`src/rtl/snake_body_engine_if.sv`:
```
// ---------------------------------------------------------------------------
// snake_body_engine_if
// Bundles the step handshake (go/dir/grow -> busy/done/status) and the
// single-port segment RAM bus used by snake_body_engine.
//   master : game FSM + RAM side (drives go, dir, grow, ram_q)
//   slave  : the body engine (drives RAM controls and status)
// Signals:
//   go, dir[1:0], grow            step request and its qualifiers
//   ram_q[XW+YW+1:0]              RAM read data (1-cycle latency)
//   ram_wren, ram_address, ram_data  RAM write/read controls
//   busy, done, length, head_x, head_y, collide  status
// ---------------------------------------------------------------------------
interface snake_body_engine_if #(
  parameter int XW = 8,
  parameter int YW = 7,
  parameter int AW = 11
) ();
  logic              go;
  logic [1:0]        dir;
  logic              grow;
  logic [XW+YW+1:0]  ram_q;
  logic              ram_wren;
  logic [AW-1:0]     ram_address;
  logic [XW+YW+1:0]  ram_data;
  logic              busy;
  logic              done;
  logic [AW:0]       length;
  logic [XW-1:0]     head_x;
  logic [YW-1:0]     head_y;
  logic              collide;

  modport master (
    output go, dir, grow, ram_q,
    input  ram_wren, ram_address, ram_data, busy, done, length, head_x, head_y, collide
  );

  modport slave (
    input  go, dir, grow, ram_q,
    output ram_wren, ram_address, ram_data, busy, done, length, head_x, head_y, collide
  );
endinterface

```
`src/rtl/snake_body_engine.sv`:
```
// ---------------------------------------------------------------------------
// snake_body_engine
// Owns a single-port segment RAM (address 0 = head, one {type,x,y} word per
// segment). After reset it writes the default snake; on each accepted step it
// writes the new head, shifts every segment one slot toward the tail, and can
// append one segment. Grid edges wrap.
// Ports:
//   clk      system clock
//   reset_n  asynchronous active-low reset (aborts any step, reruns INIT)
//   bus      snake_body_engine_if.slave: step handshake, RAM bus, status
// Optional feature macro: SNAKE_SELF_COLLIDE_EN
//   defined   -> collide flags a new head landing on a remaining body segment
//   undefined -> collide is constant 0, no comparator is built
// All outputs are registered; each state's outputs are loaded on the edge
// that enters the state, so ram_* always describe the current state.
// ---------------------------------------------------------------------------
module snake_body_engine #(
  parameter int XW       = 8,
  parameter int YW       = 7,
  parameter int AW       = 11,
  parameter int MAX_LEN  = 64,
  parameter int INIT_LEN = 6,
  parameter int START_X  = 20,
  parameter int START_Y  = 10,
  parameter int GRID_W   = 160,
  parameter int GRID_H   = 120
) (
  input  logic               clk,
  input  logic               reset_n,
  snake_body_engine_if.slave bus
);

  localparam int DW = XW + YW + 2;

  localparam logic [1:0]    TYPE_HEAD  = 2'b01;
  localparam logic [1:0]    TYPE_BODY  = 2'b00;
  localparam logic [AW:0]   INIT_LEN_C = (AW+1)'(INIT_LEN);
  localparam logic [AW:0]   MAX_LEN_C  = (AW+1)'(MAX_LEN);
  localparam logic [AW:0]   ONE_C      = (AW+1)'(1);
  localparam logic [XW-1:0] START_X_C  = XW'(START_X);
  localparam logic [YW-1:0] START_Y_C  = YW'(START_Y);
  localparam logic [XW-1:0] X_MAX_C    = XW'(GRID_W - 1);
  localparam logic [YW-1:0] Y_MAX_C    = YW'(GRID_H - 1);

  typedef enum logic [3:0] {
    S_INIT, S_IDLE, S_RD0, S_LAT0, S_HEAD, S_RD, S_LAT, S_WR, S_APPEND, S_DONE
  } state_t;

  state_t          state_r;
  logic [AW:0]     idx_r;
  logic [AW:0]     length_r;
  logic [1:0]      dir_r;
  logic            grow_r;
  logic [XW-1:0]   prev_x_r;
  logic [YW-1:0]   prev_y_r;
  logic [XW-1:0]   curr_x_r;
  logic [YW-1:0]   curr_y_r;
  logic [XW-1:0]   head_x_r;
  logic [YW-1:0]   head_y_r;
  logic            ram_wren_r;
  logic [AW-1:0]   ram_address_r;
  logic [DW-1:0]   ram_data_r;
  logic            busy_r;
  logic            done_r;

  logic [XW-1:0]   new_x_s;
  logic [YW-1:0]   new_y_s;
  logic [XW-1:0]   q_x_s;
  logic [YW-1:0]   q_y_s;
  logic [YW-1:0]   init_y_s;
  logic [1:0]      init_type_s;
  logic [AW:0]     idx_next_s;
  logic            grow_ok_s;
  logic            last_s;

  // x after one move: only left/right change x; the grid edges wrap
  function automatic logic [XW-1:0] next_x(input logic [XW-1:0] x, input logic [1:0] d);
    logic [XW-1:0] r;
    case (d)
      2'b10:   r = (x == {XW{1'b0}}) ? X_MAX_C : x - XW'(1);
      2'b11:   r = (x == X_MAX_C) ? {XW{1'b0}} : x + XW'(1);
      default: r = x;
    endcase
    return r;
  endfunction

  // y after one move: only up/down change y; the grid edges wrap
  function automatic logic [YW-1:0] next_y(input logic [YW-1:0] y, input logic [1:0] d);
    logic [YW-1:0] r;
    case (d)
      2'b00:   r = (y == {YW{1'b0}}) ? Y_MAX_C : y - YW'(1);
      2'b01:   r = (y == Y_MAX_C) ? {YW{1'b0}} : y + YW'(1);
      default: r = y;
    endcase
    return r;
  endfunction

  // Next-head arithmetic, RAM word split, and loop bookkeeping
  always_comb begin
    new_x_s     = next_x(head_x_r, dir_r);
    new_y_s     = next_y(head_y_r, dir_r);
    q_x_s       = bus.ram_q[XW+YW-1:YW];
    q_y_s       = bus.ram_q[YW-1:0];
    init_y_s    = START_Y_C + YW'(idx_r);
    idx_next_s  = idx_r + ONE_C;
    // A grow request at MAX_LEN is dropped here, so the tail simply moves.
    grow_ok_s   = grow_r && (length_r < MAX_LEN_C);
    last_s      = (idx_r == (length_r - ONE_C));
    if (idx_r == {(AW+1){1'b0}}) begin
      init_type_s = TYPE_HEAD;
    end else begin
      init_type_s = TYPE_BODY;
    end
  end

`ifdef SNAKE_SELF_COLLIDE_EN
  logic collide_r;
  logic hit_s;

  // In LAT, head_x_r/head_y_r already hold the new head. The old tail moves
  // away this step (so it cannot be hit) unless the snake grows.
  always_comb begin
    if ((q_x_s == head_x_r) && (q_y_s == head_y_r) && (!last_s || grow_ok_s)) begin
      hit_s = 1'b1;
    end else begin
      hit_s = 1'b0;
    end
  end
`endif

  // Main FSM: INIT fill, step sequencing, registered RAM controls and status
  always_ff @(posedge clk or negedge reset_n) begin
    if (!reset_n) begin
      state_r       <= S_INIT;
      idx_r         <= {(AW+1){1'b0}};
      length_r      <= INIT_LEN_C;
      dir_r         <= 2'b00;
      grow_r        <= 1'b0;
      prev_x_r      <= {XW{1'b0}};
      prev_y_r      <= {YW{1'b0}};
      curr_x_r      <= {XW{1'b0}};
      curr_y_r      <= {YW{1'b0}};
      head_x_r      <= START_X_C;
      head_y_r      <= START_Y_C;
      ram_wren_r    <= 1'b0;
      ram_address_r <= {AW{1'b0}};
      ram_data_r    <= {DW{1'b0}};
      busy_r        <= 1'b1;
      done_r        <= 1'b0;
`ifdef SNAKE_SELF_COLLIDE_EN
      collide_r     <= 1'b0;
`endif
    end else begin
      done_r <= 1'b0;
      case (state_r)
        S_INIT: begin
          // idx runs one past the last segment so the final write gets its
          // own cycle before the RAM bus is released.
          if (idx_r == INIT_LEN_C) begin
            state_r    <= S_IDLE;
            ram_wren_r <= 1'b0;
            busy_r     <= 1'b0;
            idx_r      <= {(AW+1){1'b0}};
          end else begin
            ram_wren_r    <= 1'b1;
            ram_address_r <= idx_r[AW-1:0];
            ram_data_r    <= {init_type_s, START_X_C, init_y_s};
            idx_r         <= idx_next_s;
          end
        end
        S_IDLE: begin
          if (bus.go) begin
            state_r       <= S_RD0;
            dir_r         <= bus.dir;
            grow_r        <= bus.grow;
            ram_wren_r    <= 1'b0;
            ram_address_r <= {AW{1'b0}};
            busy_r        <= 1'b1;
`ifdef SNAKE_SELF_COLLIDE_EN
            collide_r     <= 1'b0;
`endif
          end else begin
            ram_wren_r <= 1'b0;
          end
        end
        S_RD0: begin
          state_r <= S_LAT0;
        end
        S_LAT0: begin
          prev_x_r      <= q_x_s;
          prev_y_r      <= q_y_s;
          state_r       <= S_HEAD;
          ram_wren_r    <= 1'b1;
          ram_address_r <= {AW{1'b0}};
          ram_data_r    <= {TYPE_HEAD, new_x_s, new_y_s};
          head_x_r      <= new_x_s;
          head_y_r      <= new_y_s;
          idx_r         <= ONE_C;
        end
        S_HEAD: begin
          state_r       <= S_RD;
          ram_wren_r    <= 1'b0;
          ram_address_r <= idx_r[AW-1:0];
        end
        S_RD: begin
          state_r <= S_LAT;
        end
        S_LAT: begin
          curr_x_r   <= q_x_s;
          curr_y_r   <= q_y_s;
`ifdef SNAKE_SELF_COLLIDE_EN
          if (hit_s) begin
            collide_r <= 1'b1;
          end
`endif
          state_r    <= S_WR;
          ram_wren_r <= 1'b1;
          ram_data_r <= {TYPE_BODY, prev_x_r, prev_y_r};
        end
        S_WR: begin
          prev_x_r <= curr_x_r;
          prev_y_r <= curr_y_r;
          idx_r    <= idx_next_s;
          if (last_s) begin
            if (grow_ok_s) begin
              // The displaced old tail becomes the new last segment.
              state_r       <= S_APPEND;
              ram_wren_r    <= 1'b1;
              ram_address_r <= length_r[AW-1:0];
              ram_data_r    <= {TYPE_BODY, curr_x_r, curr_y_r};
            end else begin
              state_r    <= S_DONE;
              ram_wren_r <= 1'b0;
            end
          end else begin
            state_r       <= S_RD;
            ram_wren_r    <= 1'b0;
            ram_address_r <= idx_next_s[AW-1:0];
          end
        end
        S_APPEND: begin
          length_r   <= length_r + ONE_C;
          state_r    <= S_DONE;
          ram_wren_r <= 1'b0;
        end
        S_DONE: begin
          state_r <= S_IDLE;
          done_r  <= 1'b1;
          busy_r  <= 1'b0;
        end
        default: begin
          state_r    <= S_INIT;
          idx_r      <= {(AW+1){1'b0}};
          ram_wren_r <= 1'b0;
          busy_r     <= 1'b1;
        end
      endcase
    end
  end

  assign bus.ram_wren    = ram_wren_r;
  assign bus.ram_address = ram_address_r;
  assign bus.ram_data    = ram_data_r;
  assign bus.busy        = busy_r;
  assign bus.done        = done_r;
  assign bus.length      = length_r;
  assign bus.head_x      = head_x_r;
  assign bus.head_y      = head_y_r;
`ifdef SNAKE_SELF_COLLIDE_EN
  assign bus.collide     = collide_r;
`else
  assign bus.collide     = 1'b0;
`endif

endmodule

```
`src/flat_wrapper.sv`:
```
// flat-port wrapper written by rule: the top's interface ports become plain ports
module snake_body_engine_flat 
#(
  parameter int XW       = 8,
  parameter int YW       = 7,
  parameter int AW       = 11,
  parameter int MAX_LEN  = 64,
  parameter int INIT_LEN = 6,
  parameter int START_X  = 20,
  parameter int START_Y  = 10,
  parameter int GRID_W   = 160,
  parameter int GRID_H   = 120
)
  (clk, reset_n, bus_go, bus_dir, bus_grow, bus_ram_q, bus_ram_wren, bus_ram_address, bus_ram_data, bus_busy, bus_done, bus_length, bus_head_x, bus_head_y, bus_collide);
  snake_body_engine_if #(.XW(XW), .YW(YW), .AW(AW)) bus_i ();
  input  logic clk;
  input  logic reset_n;
  input wire logic [$bits(bus_i.go)-1:0] bus_go;
  input wire logic [$bits(bus_i.dir)-1:0] bus_dir;
  input wire logic [$bits(bus_i.grow)-1:0] bus_grow;
  input wire logic [$bits(bus_i.ram_q)-1:0] bus_ram_q;
  output wire logic [$bits(bus_i.ram_wren)-1:0] bus_ram_wren;
  output wire logic [$bits(bus_i.ram_address)-1:0] bus_ram_address;
  output wire logic [$bits(bus_i.ram_data)-1:0] bus_ram_data;
  output wire logic [$bits(bus_i.busy)-1:0] bus_busy;
  output wire logic [$bits(bus_i.done)-1:0] bus_done;
  output wire logic [$bits(bus_i.length)-1:0] bus_length;
  output wire logic [$bits(bus_i.head_x)-1:0] bus_head_x;
  output wire logic [$bits(bus_i.head_y)-1:0] bus_head_y;
  output wire logic [$bits(bus_i.collide)-1:0] bus_collide;
  assign bus_i.go = bus_go;
  assign bus_i.dir = bus_dir;
  assign bus_i.grow = bus_grow;
  assign bus_i.ram_q = bus_ram_q;
  assign bus_ram_wren = bus_i.ram_wren;
  assign bus_ram_address = bus_i.ram_address;
  assign bus_ram_data = bus_i.ram_data;
  assign bus_busy = bus_i.busy;
  assign bus_done = bus_i.done;
  assign bus_length = bus_i.length;
  assign bus_head_x = bus_i.head_x;
  assign bus_head_y = bus_i.head_y;
  assign bus_collide = bus_i.collide;
  snake_body_engine #(.XW(XW), .YW(YW), .AW(AW), .MAX_LEN(MAX_LEN), .INIT_LEN(INIT_LEN), .START_X(START_X), .START_Y(START_Y), .GRID_W(GRID_W), .GRID_H(GRID_H)) u_core (.clk(clk), .reset_n(reset_n), .bus(bus_i));
endmodule
```
`config.mk`:
```
export PLATFORM = sky130hd
export DESIGN_NAME = snake_body_engine_flat
export DESIGN_NICKNAME = d
export VERILOG_FILES = /design/src/rtl/snake_body_engine_if.sv /design/src/rtl/snake_body_engine.sv /design/src/flat_wrapper.sv
export SDC_FILE = /design/constraint.sdc
export NUM_CORES = 1
export LEC_CHECK = 0
export BUFFER_PORTS_ARGS = -buffer_cell sky130_fd_sc_hd__buf_2
export CORE_UTILIZATION = 60
export DETAILED_ROUTE_END_ITERATION = 8
export GPL_TIMING_DRIVEN = 0
export PLACE_DENSITY = 0.9
export SYNTH_ARGS = -nofsm -noshare
export SYNTH_HDL_FRONTEND = slang
export SYNTH_SLANG_ARGS = --single-unit
```
`constraint.sdc`:
```
create_clock -name clk -period 6.27 [get_ports clk]
set_input_delay 1.254 -clock clk [delete_from_list [all_inputs] [get_ports clk]]
set_output_delay 1.254 -clock clk [all_outputs]
set_load 0.01 [all_outputs]
```
======== After elaboration in Yosys (flattened, before gate mapping) ========
Index checks and enable logic that the tools add are counted.
storage, ports and cells
  bits in registers ....................... 107
  input bits .............................. 23
  output and inout port bits .............. 59
  logic and storage cells ................. 99
cells by class
  add/subtract/negate cells ............... 8
  $lt $le $gt $ge ......................... 1
  eq/ne operators ......................... 22
  mux-type cells .......................... 33
  bitwise gates (word level) .............. 1
  reduce and logical (&&, ||, !) cells .... 18
operator list
  kind                                                   count
  one-hot mux 17 bit (4 select lines)                    1
  one-hot mux 11 bit (5 select lines)                    1
  2-to-1 mux 17 bit                                      3
  one-hot mux 12 bit (4 select lines)                    1
  2-to-1 mux 11 bit                                      4
  one-hot mux 4 bit (10 select lines)                    1
  one-hot mux 8 bit (2 select lines)                     2
  one-hot mux 7 bit (2 select lines)                     2
  adder 12 x 1 -> 12 bit (second input constant)         2
  equality test 4 x 3 -> 1 bit (second input constant)   4
  2-to-1 mux 8 bit                                       2
  2-to-1 mux 7 bit                                       2
  OR reduction 7 bit                                     2
  equality test 12 bit                                   1
  equality test 12 x 3 -> 1 bit (second input constant)  1
  logical NOT 12 bit                                     1
  < comparator 12 x 7 -> 1 bit (second input constant)   1
  2-to-1 mux 12 bit                                      1
  2-to-1 mux 4 bit                                       3
  subtractor 12 x 1 -> 12 bit (second input constant)    1
  adder 8 x 1 -> 8 bit (second input constant)           1
  equality test 4 x 2 -> 1 bit (second input constant)   2
  equality test 4 bit (second input constant)            2
  equality test 8 bit (second input constant)            1
  other kinds (27)                                       41

======== Logic depth before layout (Yosys ltp) ========
Gate-level depths: netlist (run 1).
  word-level depth ........................ 5
  depth in mapped cells ................... 11
  depth with buffers taken out ............ 9

======== Least setup slack after synthesis (run 1) ========
OpenSTA, ideal clock, no wires.
  path type ............................... reg-to-reg
  start ................................... reg u_core.length_r[0] (netlist: u_core.bus.length[0])
  end ..................................... reg u_core.ram_address_r[3] (netlist: u_core.bus.ram_address[3])
  setup time .............................. 0.126 ns
  arrival time ............................ 3.439 ns
  required time ........................... 6.144 ns
  setup slack ............................. 2.705 ns
  cell stages (with the launch flop) ...... 12
  buffers on the path ..................... 2
  clock period less this slack ............ 3.565 ns
  cells stage by stage .................... dfrtp_1 clkbuf_1 inv_1 ha_1 or4b_4 or4_4 nor4b_4 mux2i_2 or4_4 buf_6 mux2_4 a221o_1
between the ends
  longest elaborated chain between the ends .. 4
  elaborated cells on any way between the ends .. 8
  those cells by class .................... add/sub (1); order compare (1); eq/ne (2); mux (2); reduce/logical (2)
RTL lines
  element                                                                      line                                                source
  from (decl)                                                                  snake_body_engine.sv:51                             logic [AW:0] length_r;
  from (signal assigned)                                                       snake_body_engine.sv:242                            length_r <= length_r + ONE_C;
  subtractor 12 x 1 -> 12 bit or < comparator 12 x 7 -> 1 bit (tied branches)  snake_body_engine.sv:108, snake_body_engine.sv:107
  equality test 12 bit or logical AND 1 bit (tied branches)                    snake_body_engine.sv:108, snake_body_engine.sv:107
  2-to-1 mux 11 bit or inequality test 3 x 2 -> 1 bit (tied branches)          n/a
  one-hot mux 11 bit (5 select lines) or AND reduction 4 bit (tied branches)   n/a
  to (signal assigned)                                                         snake_body_engine.sv:166                            ram_address_r <= idx_r[AW-1:0];
  to (signal assigned)                                                         snake_body_engine.sv:229                            ram_address_r <= length_r[AW-1:0];
  to (signal assigned)                                                         snake_body_engine.sv:238                            ram_address_r <= idx_next_s[AW-1:0];
  to (decl)                                                                    snake_body_engine.sv:61                             logic [AW-1:0] ram_address_r;
Several ways; a longest one is shown, not always the timed one.
A chain may end at the register's enable or synchronous reset.

======== Final worst setup path (run 1) ========
  start ................................... reg u_core.length_r[0] (netlist: u_core.bus.length[0])
  end ..................................... reg u_core.ram_data_r[12] (netlist: u_core.bus.ram_data[12])
between the ends
  longest elaborated chain between the ends .. 4
  elaborated cells on any way between the ends .. 7
  those cells by class .................... add/sub (1); order compare (1); eq/ne (3); reduce/logical (2)
RTL lines
  element                                                                      line                                                source
  subtractor 12 x 1 -> 12 bit or < comparator 12 x 7 -> 1 bit (tied branches)  snake_body_engine.sv:108, snake_body_engine.sv:107
  equality test 12 bit or logical AND 1 bit (tied branches)                    snake_body_engine.sv:108, snake_body_engine.sv:107
  inequality test 2 x 1 -> 1 bit (no line)                                     n/a
  AND reduction 4 bit (no line) (*)                                            n/a
  to (signal assigned)                                                         snake_body_engine.sv:147                            ram_data_r <= {DW{1'b0}};
  to (signal assigned)                                                         snake_body_engine.sv:167                            ram_data_r <= {init_type_s, START_X_C, init_y_s};
  to (signal assigned)                                                         snake_body_engine.sv:195                            ram_data_r <= {TYPE_HEAD, new_x_s, new_y_s};
  to (decl)                                                                    snake_body_engine.sv:62                             logic [DW-1:0] ram_data_r;
Mark *: on every way between the ends. The rest lies on a longest branch, timed or not.

==> PnR_summary.wiki, run 1 <==
{| class="wikitable"
! Metric !! Value
|-
| Top Family by Delay on Critical Path || simple AND/OR/NAND/NOR gates
|-
| Area of the core region || between 10,000 and 15,000 µm²
|-
| Worst slew pin tran || ~940 ps
|-
| Count of input and output buffers || 77
|-
| P_leak || roughly 0.0034 µW
|-
| Proportion of layout cells with a drive suffix above 1 || 20.2%
|-
| Iteration-0 DRC count of the detailed router || 540
|-
| Most common cell in the netlist || sky130_fd_sc_hd__dfrtp_1
|-
| FF+latch count, synth || about 110
|-
| Crit Path Category || flop to flop
|-
| TritonCTS sink count || ~110
|-
| Starting utilization of the core area || between 60% and 70%
|-
| Multiplexer share of the synthesized area || ~11%
|-
| Synth top area share || a little under two fifths
|-
| EDFF count, synth || 0
|-
| Final clock skew || between 10 and 15 ps
|-
| Cells along the critical path || clkbuf_1 > inv_1 > ha_1 > or4b_4 > or4_4 > mux2i_1 > mux2i_2 > nor4_1 > o21ai_1 > buf_2 > mux2_2
|-
| Largest family of logic cells by synthesized area || simple AND/OR/NAND/NOR gates
|-
| Post-synthesis cell type with the largest combined area || sky130_fd_sc_hd__dfrtp_1
|-
| Number of placed cells counting well taps || between 900 and 1,000
|-
| Max H-tree Level || 3
|-
| Ports || approximately 80
|-
| Number of buffers inserted by post-CTS setup repair || 0
|-
| Data arrival time of the worst path || 4320 ps
|-
| Synth-to-Final Area Change || 11.7%
|-
| Number of failing setup endpoints in the final timing report || 0
|-
| Combined area of the multi-input logic cells || roughly 3600 µm²
|-
| Synth Flop Type || sky130_fd_sc_hd__dfrtp_1
|-
| Max-capacitance violation count || 0
|-
| Fraction of the yosys area taken by sequential cells || 40.5%
|-
| Number of search-and-repair iterations in the first detailed-routing pass || 6
|-
| Slew Limit Fails || 0
|-
| Total wirelength of the detailed-routed design || ~17 mm
|-
| Max VDD drop || ~0.11 mV
|-
| Worst Path Required || about 6500 ps
|-
| Clock buffer depth || 2
|-
| Overall die area || 11,400 µm²
|-
| Tot GR Track Use || between 30% and 40%
|-
| Worst path bufs/invs || 3
|-
| Clock latency of the later-clocked register in the worst-skew pair || slightly below 400 ps
|-
| Final ANT Viol Nets || 0
|-
| Top cells by area, synth || sky130_fd_sc_hd__dfrtp_1, sky130_fd_sc_hd__mux2_2, sky130_fd_sc_hd__o21ai_0
|-
| CP startpoint kind || flop
|-
| Core Rows || 37
|-
| Overall via count from detail_route || approximately 6,000
|-
| Weighted congestion at the end of routability-driven global placement || 0.929
|-
| Achievable Freq || around 250 MHz
|-
| Count of mapped cells out of synthesis || slightly above 700
|-
| Estimated wirelength of the detail-placed design || roughly 13 mm
|-
| Synthesized-area fraction occupied by ao, oa, aoi and oai cells || around 17%
|-
| Outcome || finished, final reports clean
|-
| Slew margin rel. || around 37%
|-
| Number of CTS-inserted buffers || 9
|-
| Average detailed-routed wire length per instance || approximately 18 µm
|-
| Mean post-synth cell area || between 9 and 10 µm²
|-
| Footprint of the flip-flops and latches || 2660 µm²
|-
| Count of filler cells inserted in the layout || a little over 800
|-
| Number of diodes added for antenna fixing || 0
|-
| Max stage delay cell, worst path || sky130_fd_sc_hd__o21ai_1
|-
| Worst-path maximum fanout || 10
|-
| Hold buffer count at cts || 0
|-
| Number of standard cells in the layout, taps in and fillers out || around 940
|-
| Distinct cells, synth || 66
|-
| Final-stage net count || around 830
|-
| Crit path capture type || flop
|-
| Clock root buffer master || sky130_fd_sc_hd__clkbuf_8
|-
| Async SR Flop Fraction || 100%
|-
| DRC Markers || 0
|-
| Setup TNS Final || 0 ps
|-
| Die X || approximately 110 µm
|-
| Netlist Area Pre-Place || roughly 6600 µm²
|-
| Global-route wire length before repair || around 28 mm
|-
| Post-layout min period || 4050 ps
|-
| Via count normalized by instance count || ~6.4
|-
| Die Y || about 110 µm
|-
| CTS tree || built
|-
| Adder and majority gate portion of the synthesized area || around 2.1%
|-
| Power per standard cell area || ~170 nW/µm²
|-
| Power consumption || 1260 µW
|-
| Simple-gate portion of the synthesized area || between 15 and 20%
|-
| Number of antenna violations at the first check in global routing || 0
|-
| Clock slew seen by the registers of the worst setup and hold paths || approximately 100 ps
|-
| Number of warnings issued by yosys || 0
|-
| Post-Synth XOR/XNOR Area || roughly 6.9%
|-
| Hold Path Class || flop to flop
|-
| Hold Violations, Final || 0
|-
| Number of global-route vias before repair || between 5,000 and 6,000
|-
| Share of the cycle needed by the critical path after routing || roughly 65%
|-
| Global route overflow || 0
|-
| Number of instances resized during post-cts repair || 0
|-
| Setup repair after global routing missed its margin || false
|-
| Longest individual stage delay on the worst path || between 600 and 700 ps
|-
| Pin count of the biggest net entering global routing || 60
|-
| Post-synth top cells || sky130_fd_sc_hd__dfrtp_1, sky130_fd_sc_hd__o21ai_0, sky130_fd_sc_hd__nand2_1
|}
## final cells by class
class	count	share of cell area (%)
Inverter	23	1.17
Tap cell	136	2.31
Sequential cell	106	36.2
Buffer	58	3.52
Clock inverter	3	0.323
Clock buffer	13	2.16
Multi-Input combinational cell	524	48.6
Timing Repair Buffer	78	5.65
## sequential cells by signal, summed over array words and instances, names as in the netlist
register / count
u_core.bus.ram_wren: 1
u_core.grow_r: 1
u_core.bus.head_x: 8
u_core.bus.ram_address: 11
u_core.idx_r: 12
u_core.prev_x_r: 8
u_core.state_r: 4
u_core.bus.done: 1
u_core.bus.length: 12
u_core.dir_r: 2
u_core.curr_y_r: 7
u_core.curr_x_r: 8
u_core.prev_y_r: 7
u_core.bus.head_y: 7
u_core.bus.busy: 1
u_core.bus.ram_data: 16
## cell families after synthesis
kind of cell             after synthesis
AO/OA/AOI/OAI                        173
XOR/XNOR                              50
adder cells (fa/ha/maj)               11
buffers and inverters                 81
flip-flops                           106
multiplexers                          67
other                                  1
AND/OR/NAND/NOR                      221
## worst min-delay path, stage by stage (launching register included)
cell                      delay (ps)
sky130_fd_sc_hd__dfrtp_1         360
sky130_fd_sc_hd__nand2_1          50
sky130_fd_sc_hd__o21ai_0          60
## worst paths after layout
kind | from | endpoint | slack, ps | depth (start not counted)
max | u_core.bus.length[0] | u_core.bus.ram_data[12] | 2220 | 11
min | u_core.prev_y_r[2] | u_core.prev_y_r[2] | 490 | 2
max reg2reg | u_core.bus.length[0] | u_core.bus.ram_data[12] | 2220 | 11
min reg2reg | u_core.prev_y_r[2] | u_core.prev_y_r[2] | 490 | 2
max in group asynchronous | reset_n | u_core.bus.length[1] | 4660 | 2
min in group asynchronous | reset_n | u_core.idx_r[11] | 880 | 1
## per-stage QoR
stage / util (%) / cell area [µm²] / setup slack (ps) / hold slack, ps
after CTS: 70.3 / 7350 / 2210 / 494
after global placement: 68.2 / 7140 / 2340 / 462
final: 70.3 / 7350 / 2220 / 492
after detailed placement: 68.5 / 7170 / 2240 / 472
after global routing: 70.3 / 7350 / 1980 / 522
after floorplan: - / 6580 / 2710 / 450
## metal layers
| metal | GRT usage, % | wire [µm] |
|---|---|---|
| met5 | 0 | 0 |
| met1 | 41.7 | 7230 |
| met3 | 5.84 | 1360 |
| met2 | 50.3 | 8090 |
| met4 | 14.8 | 638 |
## cell usage in the layout, fill, tap and decap left out, drive strengths merged, types with 27 or more instances in the layout
cell    count
a21oi      27
nand2      65
nor2       41
o21ai      69
dfrtp      99
buf        92
mux2       40
clkbuf     57
xnor2      28
mux2i      27
## report_power, final
group	internal (µW)	leakage [µW]	switching (µW)
clock	168	0.0000859	243
sequential	706	0.00131	20.0
combinational	50.4	0.00202	72.6
(Power assumes the default switching activity.)
==> run 2: changes to the inputs <==
- CORE_UTILIZATION: 60 -> 59
- PLACE_DENSITY: 0.9 -> 0.89
- clock period: 6.27 -> 4.09 ns (I/O delays scaled with it)
==> PnR_summary.wiki, run 2 (synthesis results as in run 1) <==
{| class="wikitable"
! Metric !! Value
|-
| Average detailed-routed wire length per instance || 18.4 µm (-0.25%)
|-
| Setup TNS Final || 0 ps (unchanged)
|-
| Crit path setup slack, layout || 135 ps (-2080 ps)
|-
| Die X || 108 µm (+0.83%)
|-
| Commonest non-fill, non-tap cells in the layout || sky130_fd_sc_hd__dfrtp_1, sky130_fd_sc_hd__buf_2, sky130_fd_sc_hd__o21ai_0
|-
| Cells along the critical path || clkbuf_1 > inv_1 > ha_1 > or4b_4 > or4_4 > mux2i_1 > mux2i_2 > nor4_2 > o21ai_2 > buf_2 > mux2_2
|-
| Worst slew pin tran || 944 ps (-1.32 ps)
|-
| P_leak || 0.00342 µW (+0.14%)
|-
| Most frequent standard cell in the layout excluding fill and tap cells || sky130_fd_sc_hd__dfrtp_1
|-
| Die Y || 108 µm (+0.83%)
|-
| Weighted congestion at the end of routability-driven global placement || 0.908 (-2.3%)
|-
| Crit path capture type || flop
|-
| Proportion of layout cells with a drive suffix above 1 || 20.7% (+0.50 points)
|-
| Number of search-and-repair iterations in the first detailed-routing pass || 6 (unchanged)
|-
| Via count normalized by instance count || 6.30 (-0.89%)
|-
| Pin count of the biggest net entering global routing || 76 (+27%)
|-
| Post-layout min period || 3950 ps (-95.4 ps)
|-
| Number of CTS-inserted buffers || 9 (unchanged)
|-
| Number of global-route vias before repair || 5,709 (+1.9%)
|-
| Clock root buffer master || sky130_fd_sc_hd__clkbuf_8
|-
| Outcome || finished, final reports clean
|-
| Power per standard cell area || 263 nW/µm² (+54%)
|-
| Clock slew seen by the registers of the worst setup and hold paths || 110 ps (about the same)
|-
| Area of the core region || 10,800 µm² (+3.6%)
|-
| Clock latency of the later-clocked register in the worst-skew pair || 400 ps (about the same)
|-
| CP startpoint kind || flop
|-
| Global route overflow || 0 (unchanged)
|-
| Final clock skew || 14.8 ps (+2.02 ps)
|-
| Post-detailed-placement cell area || 7170 µm² (about the same)
|-
| DRC Markers || 0 (unchanged)
|-
| Final ANT Viol Nets || 0 (unchanged)
|-
| Ports || 82 (unchanged)
|-
| Final cell area excluding filler cells || 7370 µm² (+0.31%)
|-
| Share of the cycle needed by the critical path after routing || 96.7% (+32 points)
|-
| Slew Limit Fails || 0 (unchanged)
|-
| Synth-to-Final Area Change || 12.1%
|-
| Max-capacitance violation count || 0 (unchanged)
|-
| Share of the core filled with cells in the final layout || 68.0% (-2.2 points)
|-
| Total wirelength of the detailed-routed design || 17.4 mm (+0.18%)
|-
| Count of input and output buffers || 77 (unchanged)
|-
| Max reg flops || 16 (unchanged)
|-
| Data arrival time of the worst path || 4240 ps (-80 ps)
|-
| Number of buffers inserted by post-CTS setup repair || 0 (unchanged)
|-
| Iteration-0 DRC count of the detailed router || 551 (+2.0%)
|-
| Longest individual stage delay on the worst path || 480 ps (-170 ps)
|-
| Hold Path Class || primary input to async pin
|-
| Max VDD drop || 0.204 mV (+81%)
|-
| Crit Path Category || flop to flop
|-
| Number of diodes added for antenna fixing || 0 (unchanged)
|-
| TritonCTS sink count || 106 (unchanged)
|-
| Max H-tree Level || 3 (unchanged)
|-
| CTS tree || built
|-
| Worst Path Required || 4370 ps (-2170 ps)
|-
| Overall via count from detail_route || 5,956 (-0.47%)
|-
| Setup repair after global routing missed its margin || false
|-
| Slew margin rel. || 36.6% (+0.089 points)
|-
| Achievable Freq || 253 MHz (+2.4%)
|-
| Starting utilization of the core area || 60.7% (-2.2 points)
|-
| Final-stage net count || 834 (unchanged)
|-
| Overall die area || 11,600 µm² (+1.7%)
|-
| Clock buffer depth || 2 (unchanged)
|-
| Estimated wirelength of the detail-placed design || 12.9 mm (-0.98%)
|-
| Max stage delay cell, worst path || sky130_fd_sc_hd__or4b_4
|-
| Hold Violations, Final || 0 (unchanged)
|-
| Core Rows || 38 (+2.7%)
|-
| Tot GR Track Use || 31.9% (+0.33 points)
|-
| Post-placement setup slack || -53.8 ps (-2290 ps)
|-
| Number of failing setup endpoints in the final timing report || 0 (unchanged)
|-
| Number of antenna violations at the first check in global routing || 0 (unchanged)
|-
| Global-route wire length before repair || 28.5 mm (+2.0%)
|-
| Worst-path maximum fanout || 10 (unchanged)
|}
[run 2: cell count changes in the layout (fill, tap and decap cells not counted)]
cell                       previous run  this run
sky130_fd_sc_hd__o21ai_2              0         1
sky130_fd_sc_hd__clkinv_8             0         1
sky130_fd_sc_hd__clkbuf_8            11         9
sky130_fd_sc_hd__nor4_2               0         1
sky130_fd_sc_hd__nor4_1               7         6
sky130_fd_sc_hd__clkbuf_1            46        44
sky130_fd_sc_hd__clkinv_4             1         3
sky130_fd_sc_hd__o21ai_1              1         0
sky130_fd_sc_hd__inv_6                0         1
[run 2: worst max-delay path: cells and delay by family (launching register included)]
family,cells,cell delay (ps)
AOI/OAI and AO/OA,1,470
muxes,3,890
buffers and inverters,3,780
adders and majority gates,1,210
and+or+nand+nor,3,1070
DFF,1,410
[run 2: power breakdown]
part           switching, µW  internal [µW]  total, µW
logic                    114           77.2        192
registers               30.3           1080       1110
clock network            405            232        637
total                    550           1390       1940
[run 2: metrics by stage]
stage,cells,hold WS [ps],power [µW]
6_report,945,350,1940
2_1_floorplan,711,450,1230
3_3_place_gp,928,461,1310
4_1_cts,945,365,1950
3_5_place_dp,929,472,1320
5_1_grt,945,381,2010
[run 2: timing repair]
action / in CTS / in global routing
endpoints found under the hold margin: 0 / 0
hold buffers: 0 / 0
endpoints found under the setup margin: 9 / 9
pin swaps: 0 / 0
gates resized for setup: 1 / 1
[run 2: layout make-up]
cell class / count / area, µm²
plain buffers: 58 / 259
well taps: 140 / 175
clock buffers: 9 / 124
repair buffers: 78 / 415
inverters: 23 / 86.3
flip-flops and latches: 106 / 2660
multi-input cells: 524 / 3590
fillers: 860 / 3470
clock inverters: 7 / 66.3
[run 2: path summary, 6_finish.rpt]
path,start,to,slack (ps),cells past startpoint
worst max register to register,u_core.bus.length[0],u_core.bus.ram_data[7],140,11
min in group clk,u_core.prev_y_r[4],u_core.prev_y_r[4],490,2
max in group asynchronous,reset_n,u_core.bus.head_x[4],2980,2
worst min-delay path,reset_n,u_core.bus.length[8],350,1
worst max-delay path,u_core.bus.length[0],u_core.bus.ram_data[7],140,11
worst min register to register,u_core.prev_y_r[4],u_core.prev_y_r[4],490,2
[run 2: layer usage]
metal	part of all wire [%]	vias to the layer above	routed length [µm]	global-route usage, %
met5	0	-	0	0
met3	7.2	59	1260	5.63
met2	46	269	7960	48.0
met1	42	2910	7370	43.2
met4	4.4	0	763	18.2
li1	-	2718	-	-
